===== src/rtl/mux2n1_arbiter.sv =====
// Round-robin two-source arbiter that owns the 2:1 operand mux select and registers the granted data.
// Optional MUX2N1_ARB_HOLD_LIMIT_EN caps consecutive beats per ownership when the other source waits.
module mux2n1_arbiter #(
  parameter int unsigned WIDTH    = 4,
  parameter int unsigned MAX_HOLD = 8
) (
  input  logic             Clock,
  input  logic             Reset,
  input  logic             Req0,
  input  logic [WIDTH-1:0] Input0,
  input  logic             Req1,
  input  logic [WIDTH-1:0] Input1,
  input  logic             Ready,
  output logic             Gnt0,
  output logic             Gnt1,
  output logic             Ack0,
  output logic             Ack1,
  output logic             Sel,
  output logic [WIDTH-1:0] Out,
  output logic             Valid
);

  localparam logic [1:0] IDLE = 2'd0;
  localparam logic [1:0] OWN0 = 2'd1;
  localparam logic [1:0] OWN1 = 2'd2;

  if (MAX_HOLD < 1 || MAX_HOLD > 15) begin : g_bad_max_hold
    $error("mux2n1_arbiter: MAX_HOLD must be in 1..15");
  end

  logic [1:0]       state_q, state_d;
  logic             last_q, last_d;
  logic [WIDTH-1:0] out_q, out_d;
  logic             valid_q, valid_d;
  logic             free;

  assign Gnt0  = (state_q == OWN0);
  assign Gnt1  = (state_q == OWN1);
  assign Sel   = Gnt1;
  assign free  = !valid_q || Ready;
  assign Ack0  = Gnt0 && Req0 && free;
  assign Ack1  = Gnt1 && Req1 && free;
  assign Out   = out_q;
  assign Valid = valid_q;

`ifdef MUX2N1_ARB_HOLD_LIMIT_EN
  localparam logic [3:0] HOLD_LAST = 4'(MAX_HOLD - 1);

  logic [3:0] hold_q, hold_d;
  logic       hold_hit;

  assign hold_hit = (hold_q == HOLD_LAST);
`endif

  always_comb begin
    state_d = state_q;
    last_d  = last_q;
    case (state_q)
      IDLE: begin
        // On a tie, the source that was not served last wins.
        if (Req0 && Req1) begin
          if (last_q) begin
            state_d = OWN0;
            last_d  = 1'b0;
          end else begin
            state_d = OWN1;
            last_d  = 1'b1;
          end
        end else if (Req0) begin
          state_d = OWN0;
          last_d  = 1'b0;
        end else if (Req1) begin
          state_d = OWN1;
          last_d  = 1'b1;
        end
      end
      OWN0: begin
        if (!Req0) begin
          if (Req1) begin
            state_d = OWN1;
            last_d  = 1'b1;
          end else begin
            state_d = IDLE;
          end
        end
`ifdef MUX2N1_ARB_HOLD_LIMIT_EN
        else if (Ack0 && hold_hit && Req1) begin
          state_d = OWN1;
          last_d  = 1'b1;
        end
`endif
      end
      OWN1: begin
        if (!Req1) begin
          if (Req0) begin
            state_d = OWN0;
            last_d  = 1'b0;
          end else begin
            state_d = IDLE;
          end
        end
`ifdef MUX2N1_ARB_HOLD_LIMIT_EN
        else if (Ack1 && hold_hit && Req0) begin
          state_d = OWN0;
          last_d  = 1'b0;
        end
`endif
      end
      default: state_d = IDLE;
    endcase
  end

`ifdef MUX2N1_ARB_HOLD_LIMIT_EN
  always_comb begin
    hold_d = hold_q;
    if (state_d != state_q) begin
      hold_d = '0;
    end else if ((Ack0 || Ack1) && hold_q != 4'hF) begin
      hold_d = hold_q + 4'd1;
    end
  end
`endif

  always_comb begin
    out_d   = out_q;
    valid_d = valid_q;
    if (Ack0) begin
      out_d   = Input0;
      valid_d = 1'b1;
    end else if (Ack1) begin
      out_d   = Input1;
      valid_d = 1'b1;
    end else if (free) begin
      valid_d = 1'b0;
    end
  end

  always_ff @(posedge Clock or posedge Reset) begin
    if (Reset) begin
      state_q <= IDLE;
      last_q  <= 1'b1;
      out_q   <= '0;
      valid_q <= 1'b0;
    end else begin
      state_q <= state_d;
      last_q  <= last_d;
      out_q   <= out_d;
      valid_q <= valid_d;
    end
  end

`ifdef MUX2N1_ARB_HOLD_LIMIT_EN
  always_ff @(posedge Clock or posedge Reset) begin
    if (Reset) begin
      hold_q <= '0;
    end else begin
      hold_q <= hold_d;
    end
  end
`endif

endmodule


===== config.mk =====
export PLATFORM = sky130hd
export DESIGN_NAME = mux2n1_arbiter
export DESIGN_NICKNAME = d
export VERILOG_FILES = /design/src/rtl/mux2n1_arbiter.sv
export SDC_FILE = /design/constraint.sdc
export NUM_CORES = 1
export LEC_CHECK = 0
export BUFFER_PORTS_ARGS = -buffer_cell sky130_fd_sc_hd__buf_4
export CORE_MARGIN = 5
export CORE_UTILIZATION = 40
export DETAILED_ROUTE_END_ITERATION = 10
export PLACE_DENSITY_LB_ADDON = 0.1
export SYNTH_ARGS = -nofsm -noshare
export SYNTH_HDL_FRONTEND = slang
export SYNTH_SLANG_ARGS = --single-unit

===== constraint.sdc =====
create_clock -name Clock -period 1.5 [get_ports Clock]
set_input_delay 0.225 -clock Clock [delete_from_list [all_inputs] [get_ports Clock]]
set_output_delay 0.225 -clock Clock [all_outputs]
set_load 0.01 [all_outputs]

==> results of run 1 <==
## synth_stat cells
master / instances
nand2b_1: 2
a22oi_1: 1
nand2_4: 1
dfstp_2: 1
dfrtp_1: 7
mux2_4: 8
a32o_1: 1
a21oi_1: 3
o21ai_0: 2
nor3_1: 1
or2b_1: 1
nand3_1: 1
a2111oi_0: 1
ha_1: 4
nor2_4: 1
o2bb2ai_1: 1
buf_4: 1
nor2b_1: 1
nor2_1: 4
nand2_1: 2
inv_1: 4
## per-layer routing
metal / vias to the layer above / wire length (um) / track usage, %
li1: 235 / - / -
met1: 241 / 488 / 14.72
met2: 14 / 777 / 25.82
met3: 0 / 94 / 5.859
met4: 0 / 0 / 5.114
met5: - / 0 / 0
## registers in the layout (all words and copies together) (netlist names)
| name | flops |
|---|---|
| Valid | 1 |
| state_q | 2 |
| Out | 4 |
| last_q | 1 |
## stage by stage
step	setup TNS [ps]	instances	hold slack (ps)	total power [mW]	instance area [um2]
floorplan	0	48	39.94	0.9046	545.5
global placement	0	87	203.8	1.207	744.5
detailed placement	0	87	204.8	1.214	744.5
CTS	-18.57	96	278.5	1.489	824.5
global route	-77.49	97	316.6	1.711	884.6
finish	0	97	282.6	1.594	884.6
## where the power goes
group | total (mW) | internal [mW] | switching [mW]
registers | 0.408 | 0.334 | 0.0733
logic | 1.01 | 0.580 | 0.429
clock network | 0.178 | 0.102 | 0.0763
## kinds of logic after synthesis
group | share of synthesized area, %
compound gates | 11.22
fa+ha+maj | 9.346
buf+inv | 4.205
flops | 37.62
mux | 22.43
simple gates | 15.19
## final cells by class
class	instances	area [um2]
clock buffer	4	26.28
fill	93	400.4
inverter	4	15.01
multi-input combinational	35	364.1
sequential	8	202.7
tap	15	18.77
timing repair buffer	31	257.7
## how the worst max path moves through the flow
stage | start | end | depth (start not counted)
2_1_floorplan | state_q[1] | Out[0] | 5
6_report | state_q[1] | Ack0 | 5
3_5_place_dp | state_q[1] | Out[3] | 5
5_1_grt | state_q[0] | Ack1 | 6
4_1_cts | state_q[0] | Ack1 | 6
3_3_place_gp | state_q[0] | state_q[0] | 5
## worst max-delay path: stages (launching register included)
cell	delay [ps]
dfrtp_2	430
inv_2	100
ha_4	190
nand2_8	80
nor2_4	90
buf_6	100
## repair_timing
| item | in CTS | in global routing |
|---|---|---|
| hold buffers | 1 | 0 |
| endpoints found under the setup margin | 2 | 11 |
| resized for setup | 2 | 16 |
| buffers inserted | 4 | 1 |
| pin swaps | 0 | 4 |
| hold endpoints to repair | 7 | 0 |
==> results.yml, run 1 <==
cells_and_area:
  area_growth_pct: 65.19
  layout_common_cells: "buf_4 (24), mux2_4 (8), dfrtp_1 (6), buf_6 (6)"
  layout.nets: 100
  insertedDiodeCount: 0
  fin_util_pct: 68.84
  layout_commonest_cell: "buf_4"
  drive_gt1_share_pct: 64.63
global_route:
  grt_pass1_vias: 472
  overflow: 0
  antenna_found_initial: 0
  grt_max_degree: 9
  grt_pass1_wl_um: 2104
  grt_usage_pct: 14.38
sta:
  grt_setup_unrepaired: "yes"
  drv_slew: 0
  min_period_ps: 1474
  finalHoldViolCount: 0
  fin_skew_ps: 3.161
  worst_pin_slew_ps: 331.3
  relSlewSlack_pct: 77.86
  setup_viol: 0
  period_share_pct: 98.25
  timing.final.ws_setup_ps: 26.28
  max_freq_mhz: 678.6
placed_design:
  dp.final_hpwl_um: 1016
  place.gp.congestion: 0.8602
  io_buffers: 22
  place_ws_ps: 6.693
route:
  detail-route-antenna-nets: 0
  drtIter0Drc: 8
  avgRoutedWirePerCell_um: 14.01
  routed_wl_um: 1359
  viasPerCell: 5.052
  dr_total_vias: 490
  drt_pass1_iterations: 4
  remaining_drc_errors: 0
synth:
  avgSynthCellArea_um2: 11.16
  ys_types: 21
  ys_seq_elements: 8
  synth_fp_nets: 65
  mappedNetlistArea_um2: 535.5
  ys_warn_count: 0
  seq_area_frac_synth_pct: 37.62
  synth_area_leaders: "dfrtp_1 (33%), mux2_4 (22%), ha_1 (9.3%)"
  synth_largest_area_cell: "dfrtp_1"
  yosys.area.top_type_share_pct: 32.71
  syn_inst: 48
worst_hold_path:
  hp-start: "Req1"
  whs_path_depth: 3
  min_to: "last_q"
  hp-class: "primary input to flip-flop"
floorplan:
  io_pins: 23
  die_w_um: 46.59
  die_h_um: 46.59
  num_rows: 13
  fp.dieArea_um2: 2171
  start_util_pct: 41.67
  core_area_um2: 1285
worst_setup_path:
  r2r_start: "state_q[1]"
  endpoint_kind: "output pin"
  reg2reg_depth: 5
  crit_path_start_kind: "flip-flop"
  cp_data_arrival_time_ps: 1250
  crit_required_ps: 1270
  r2r_slack_ps: 30
  worstPathMaxFanout: 6
  crit_type: "flip-flop to output pin"
  reg2reg_to: "Out[3]"
clock_network:
  cts_tree: "yes"
  cts.sink_count: 8
  cts_max_path_buffers: 2
  clk_pin_slew_ps: 50
  cts-htree-levels: 1
  clockRootBuffer: "clkbuf_4"
  numCtsBuffers: 3
  worstSkewPairLatency_ps: 260
power:
  powerDensity_nw_per_um2: 1802
  p_leak_nw: 0.4340
  irDropWorstVdd_mv: 1.083
run_status:
  status: "finished clean"
flow_run:
  drv_cap: 0
Note: power is estimated with default switching activity, not from simulation.
==> run 2, diff against run 1 <==
- clock period: 1.5 -> 1.2 ns (I/O delays scaled with it)
==> run 2 against run 1 <==
  * The run now ends with negative setup slack left
  * Highest routed layer is now met4
  * Register-to-register slack worse by 350 ps
  * Sequential cell count stayed put
  * Sequential share of layout area is 1.6 points lower
  * Critical path type unchanged
  * Cell count is 3.1% higher
  * Critical endpoint is now Sel
  * Design area is 6.8% higher
==> results.yml, run 2 (same netlist as run 1, synthesis figures left out) <==
run_status:
  status: "finished, violations left"
  violations: "negative setup slack"
clock_network:
  cts.sink_count: 8
  clockRootBuffer: "clkbuf_4"
  cts-htree-levels: 1
  clk_pin_slew_ps: 60
  worstSkewPairLatency_ps: 270
  cts_tree: "yes"
  cts_max_path_buffers: 2
  numCtsBuffers: 3
sta:
  period_share_pct: 127.5
  finalHoldViolCount: 0
  grt_setup_unrepaired: "yes"
  min_period_ps: 1530
  max_freq_mhz: 653.4
  fin_tns_setup_ps: -3581
  fin_skew_ps: 8.641
  drv_slew: 0
  relSlewSlack_pct: 72.65
  timing.final.ws_setup_ps: -330.4
  setup_viol: 13
  worst_pin_slew_ps: 409.5
global_route:
  overflow: 0
  grt_max_degree: 9
  grt_usage_pct: 14.08
  grt_pass1_vias: 469
  grt_pass1_wl_um: 2049
  antenna_found_initial: 0
worst_setup_path:
  crit_type: "flip-flop to output pin"
  worstPathMaxFanout: 4
  endpoint_kind: "output pin"
  crit_path_start_kind: "flip-flop"
  cp_data_arrival_time_ps: 1350
  crit_required_ps: 1020
power:
  irDropWorstVdd_mv: 1.443
  p_leak_nw: 0.4585
  p_total_mw: 2.191
  powerDensity_nw_per_um2: 2320
floorplan:
  io_pins: 23
  num_rows: 13
  die_h_um: 46.59
  die_w_um: 46.59
  core_area_um2: 1285
  fp.dieArea_um2: 2171
  start_util_pct: 41.67
cells_and_area:
  instances_no_fill: 100
  layout_common_cells: "buf_4 (26), mux2_4 (8), dfrtp_1 (7), buf_6 (7)"
  multiInputGateArea_um2: 399.1
  area_growth_pct: 76.40
  n_fill_cell: 96
  fin_util_pct: 73.52
  insertedDiodeCount: 0
  drive_gt1_share_pct: 70.59
  final-seq-area_um2: 201.4
  layout.nets: 103
  largest_reg_flops: 4
  layout_commonest_cell: "buf_4"
route:
  detail-route-antenna-nets: 0
  viasPerCell: 5.100
  dr_total_vias: 510
  remaining_drc_errors: 0
  avgRoutedWirePerCell_um: 14.25
  drtIter0Drc: 9
  drt_pass1_iterations: 4
  routed_wl_um: 1425
flow_run:
  drv_cap: 0
worst_hold_path:
  hp-class: "primary input to flip-flop"
placed_design:
  io_buffers: 22
  placed_cells: 89
  place_ws_ps: -249.6
  place.gp.congestion: 0.8339
  dp.final_hpwl_um: 898.3
[run 2: path summary, 6_finish.rpt]
| check | slack [ps] | depth (start not counted) | endpoint | start |
|---|---|---|---|---|
| worst max-delay path | -330 | 5 | Sel | state_q[1] |
| worst min-delay path | 200 | 3 | last_q | Req1 |
| worst max register to register | -320 | 5 | Out[1] | state_q[0] |
| worst min register to register | 500 | 2 | last_q | last_q |
| max in group asynchronous | 500 | 3 | last_q | Reset |
| min in group asynchronous | 410 | 3 | Out[2] | Reset |
[run 2: report_power, final]
group	internal, mW	switching (mW)
logic	0.823	0.628
registers	0.415	0.0942
clock network	0.128	0.102
total	1.37	0.825
[run 2: metal layers]
layer	track usage (%)	wire [um]	vias to the layer above
li1	-	-	243
met1	17.66	579	235
met2	22.25	668	25
met3	7.031	127	7
met4	1.705	50	0
met5	0	0	-
[run 2: worst max-delay path, cell delays in order, from the launching register on]
cell     delay [ps]
dfrtp_1         400
buf_4           150
ha_4            150
buf_6           110
buf_4           140
buf_6           110
[run 2: timing repair]
item                       in CTS  in global routing
setup endpoints to repair      13                 13
hold endpoints to repair        7                  0
pin swaps                       2                  6
buffers inserted                2                  4
gates resized for setup        12                  9
hold buffers                    1                  0
[run 2: per-stage QoR]
step / hold WS (ps) / instance area [um2]
detailed placement: 144.6 / 779.5
CTS: 227.8 / 874.6
floorplan: -5.058 / 565.5
global route: 207.3 / 944.7
global placement: 155.2 / 779.5
finish: 201.6 / 944.7
[run 2: layout make-up]
class / instances / area share [%]
clock buffer: 4 / 2.781
sequential: 8 / 21.32
inverter: 4 / 1.589
multi-input combinational: 35 / 42.25
tap: 15 / 1.987
timing repair buffer: 34 / 30.07
==> run 3, diff against run 2 <==
- ABC_AREA: unset -> 1
- BUFFER_PORTS_ARGS: -buffer_cell sky130_fd_sc_hd__buf_4 -> -buffer_cell sky130_fd_sc_hd__buf_2
- CORE_ASPECT_RATIO: unset -> 1.1
- CORE_UTILIZATION: 40 -> 42
==> run 3 against run 2 <==
  * The run still ends with negative setup slack left
  * Synthesized area is 18% higher
  * Setup slack better by 130 ps
  * Utilization is 4.1 points lower
  * Register-to-register slack better by 190 ps
  * Sequential power is 1% lower
  * Via count is 27% higher
  * Non-clock buffer count is 1 lower
  * Sequential cell count stayed put
  * Critical endpoint is now Ack1
==> results.yml, run 3 <==
floorplan:
  die_w_um: 46.91
  die_h_um: 50.60
  num_rows: 14
  io_pins: 23
  start_util_pct: 44.91
  fp.dieArea_um2: 2374
  core_area_um2: 1401
cells_and_area:
  area_growth_pct: 54.47
  layout.nets: 142
  layout_commonest_cell: "nand2_1"
  layout_common_cells: "nand2_1 (25), buf_2 (17), nand3_1 (11), buf_4 (9), inv_1 (8)"
  insertedDiodeCount: 0
  final-seq-area_um2: 202.7
  multiInputGateArea_um2: 415.4
  largest_reg_flops: 4
  drive_gt1_share_pct: 47.58
  n_fill_cell: 124
global_route:
  grt.busiest_layer: "met2"
  grt_max_degree: 10
  antenna_found_initial: 0
  grt_pass1_vias: 640
  overflow: 0
  grt_pass1_wl_um: 2628
  grtUsageMet2_pct: 23.53
  use_met3_pct: 6.071
  grt_usage_pct: 15.03
  use_met1_pct: 19.14
synth:
  seq_area_frac_synth_pct: 32.01
  ys_seq_elements: 8
  yosys.area.top_type_share_pct: 27.83
  syn_inst: 89
  synth_common_cells: "nand2_1 (26), inv_1 (11), nand3_1 (11), dfrtp_1 (7)"
  async_flop_share_pct: 100.0
  avgSynthCellArea_um2: 7.071
  synth_most_common_cell: "nand2_1"
  synth-edff-count: 0
  synth_largest_area_cell: "dfrtp_1"
  synth_ff_type: "dfrtp_1"
  synth_area_leaders: "dfrtp_1 (28%), nand2_1 (16%), nand2_4 (8.9%)"
  mappedNetlistArea_um2: 629.4
  ys_warn_count: 0
  ys_types: 18
  synth_fp_nets: 106
placed_design:
  io_buffers: 22
  place.gp.congestion: 0.7710
  place_ws_ps: -75.96
  dp.final_hpwl_um: 1168
sta:
  min_period_ps: 1397
  worst_pin_slew_ps: 327.4
  max_freq_mhz: 715.9
  grt_setup_unrepaired: "yes"
  finalHoldViolCount: 0
  period_share_pct: 116.4
  fin_tns_setup_ps: -1290
  drv_slew: 0
  holdWs_ps: 223.3
  setup_viol: 12
  relSlewSlack_pct: 78.15
  timing.final.ws_setup_ps: -196.9
  fin_skew_ps: 6.675
route:
  avgRoutedWirePerCell_um: 10.86
  routed_wl_um: 1520
  drtIter0Drc: 8
  detail-route-antenna-nets: 0
  viasPerCell: 4.614
  dr_total_vias: 646
  remaining_drc_errors: 0
  drt_pass1_iterations: 3
clock_network:
  cts_max_path_buffers: 2
  clockRootBuffer: "clkbuf_4"
  numCtsBuffers: 3
  cts-htree-levels: 1
  cts_tree: "yes"
  worstSkewPairLatency_ps: 260
  clk_pin_slew_ps: 60
  cts.sink_count: 8
worst_setup_path:
  crit_path_start_kind: "flip-flop"
  crit_type: "flip-flop to output pin"
  r2r_slack_ps: -130
  crit_required_ps: 1020
  endpoint_kind: "output pin"
  reg2reg_depth: 7
  r2r_start: "state_q[1]"
  worstPathMaxFanout: 3
  cp-startpoint: "state_q[0]"
  cp_data_arrival_time_ps: 1220
  reg2reg_to: "Out[2]"
power:
  powerDensity_nw_per_um2: 2183
  p_leak_nw: 0.5598
  irDropWorstVdd_mv: 1.275
  p_total_mw: 2.122
run_status:
  violations: "negative setup slack"
  status: "finished, violations left"
flow_run:
  drv_cap: 0
worst_hold_path:
  min_to: "Out[0]"
  hp-start: "Input1[0]"
  hp-class: "primary input to flip-flop"
  whs_path_depth: 5
[run 3: cell count changes in the layout (fill, tap and decap cells not counted), sizes merged, moves of 2 or more]
cell / delta
nand2: +30
nand3: +10
nand2b: -2
o21ai: +2
a21oi: -3
mux2: -8
inv: +12
or2: +4
clkinv: +2
[run 3: stage by stage]
step                      util, %  area (um2)  std cells
after floorplan                 -       654.4         89
after global placement      56.79       795.8        129
after detailed placement    56.79       795.8        129
after CTS                   68.04       953.4        140
after global routing        69.38       972.2        140
final                       69.38       972.2        140
[run 3: repair_timing]
action	4_1_cts	5_1_grt
cloned	0	0
pin swaps	5	6
setup endpoints to repair	12	13
hold buffers	1	0
hold endpoints to repair	7	0
buffers inserted	7	0
resized for setup	17	7
[run 3: area by class of cell]
type	instances	share of cell area, %
sequential	8	20.85
timing repair buffer	33	23.68
multi-input combinational	61	42.73
tap	16	2.059
clock buffer	4	2.703
inverter	18	7.979
[run 3: routing by layer]
layer	routed length, um	vias up
li1	-	340
met2	755	13
met3	103	2
met5	0	-
met4	4	0
met1	657	291
[run 3: power breakdown]
group          switching (mW)  leakage [nW]  internal, mW
Combinational           0.706         0.448         0.676
Clock                   0.107        0.0150         0.128
Sequential             0.0922        0.0971         0.413
Total                   0.905         0.560          1.22
[run 3: worst max path at each step]
stage,endpoint,slack (ps),cells after the start
final,Ack1,-200,7
after global routing,Ack0,-280,7
after CTS,Ack0,-220,7
after detailed placement,Ack1,-80,7
after global placement,Ack1,-50,7
after floorplan,Out[0],7,6
[run 3: worst max-delay path, stage by stage (launching register included)]
cell and delay, ps:
dfrtp_1 420, inv_2 90, ha_4 150, nand2_4 50, inv_2 60, nand2_4 50, inv_2 50, buf_6 90
[run 3: kinds of logic (layout without fill, tap and decap cells)]
kind of cell / count (synthesis) / after routing / share of synthesized area (%)
simple gates: 53 / 53 / 42.14
buf+inv: 20 / 55 / 14.12
flops: 8 / 8 / 32.01
fa+ha+maj: 4 / 4 / 7.953
compound gates: 4 / 4 / 3.777
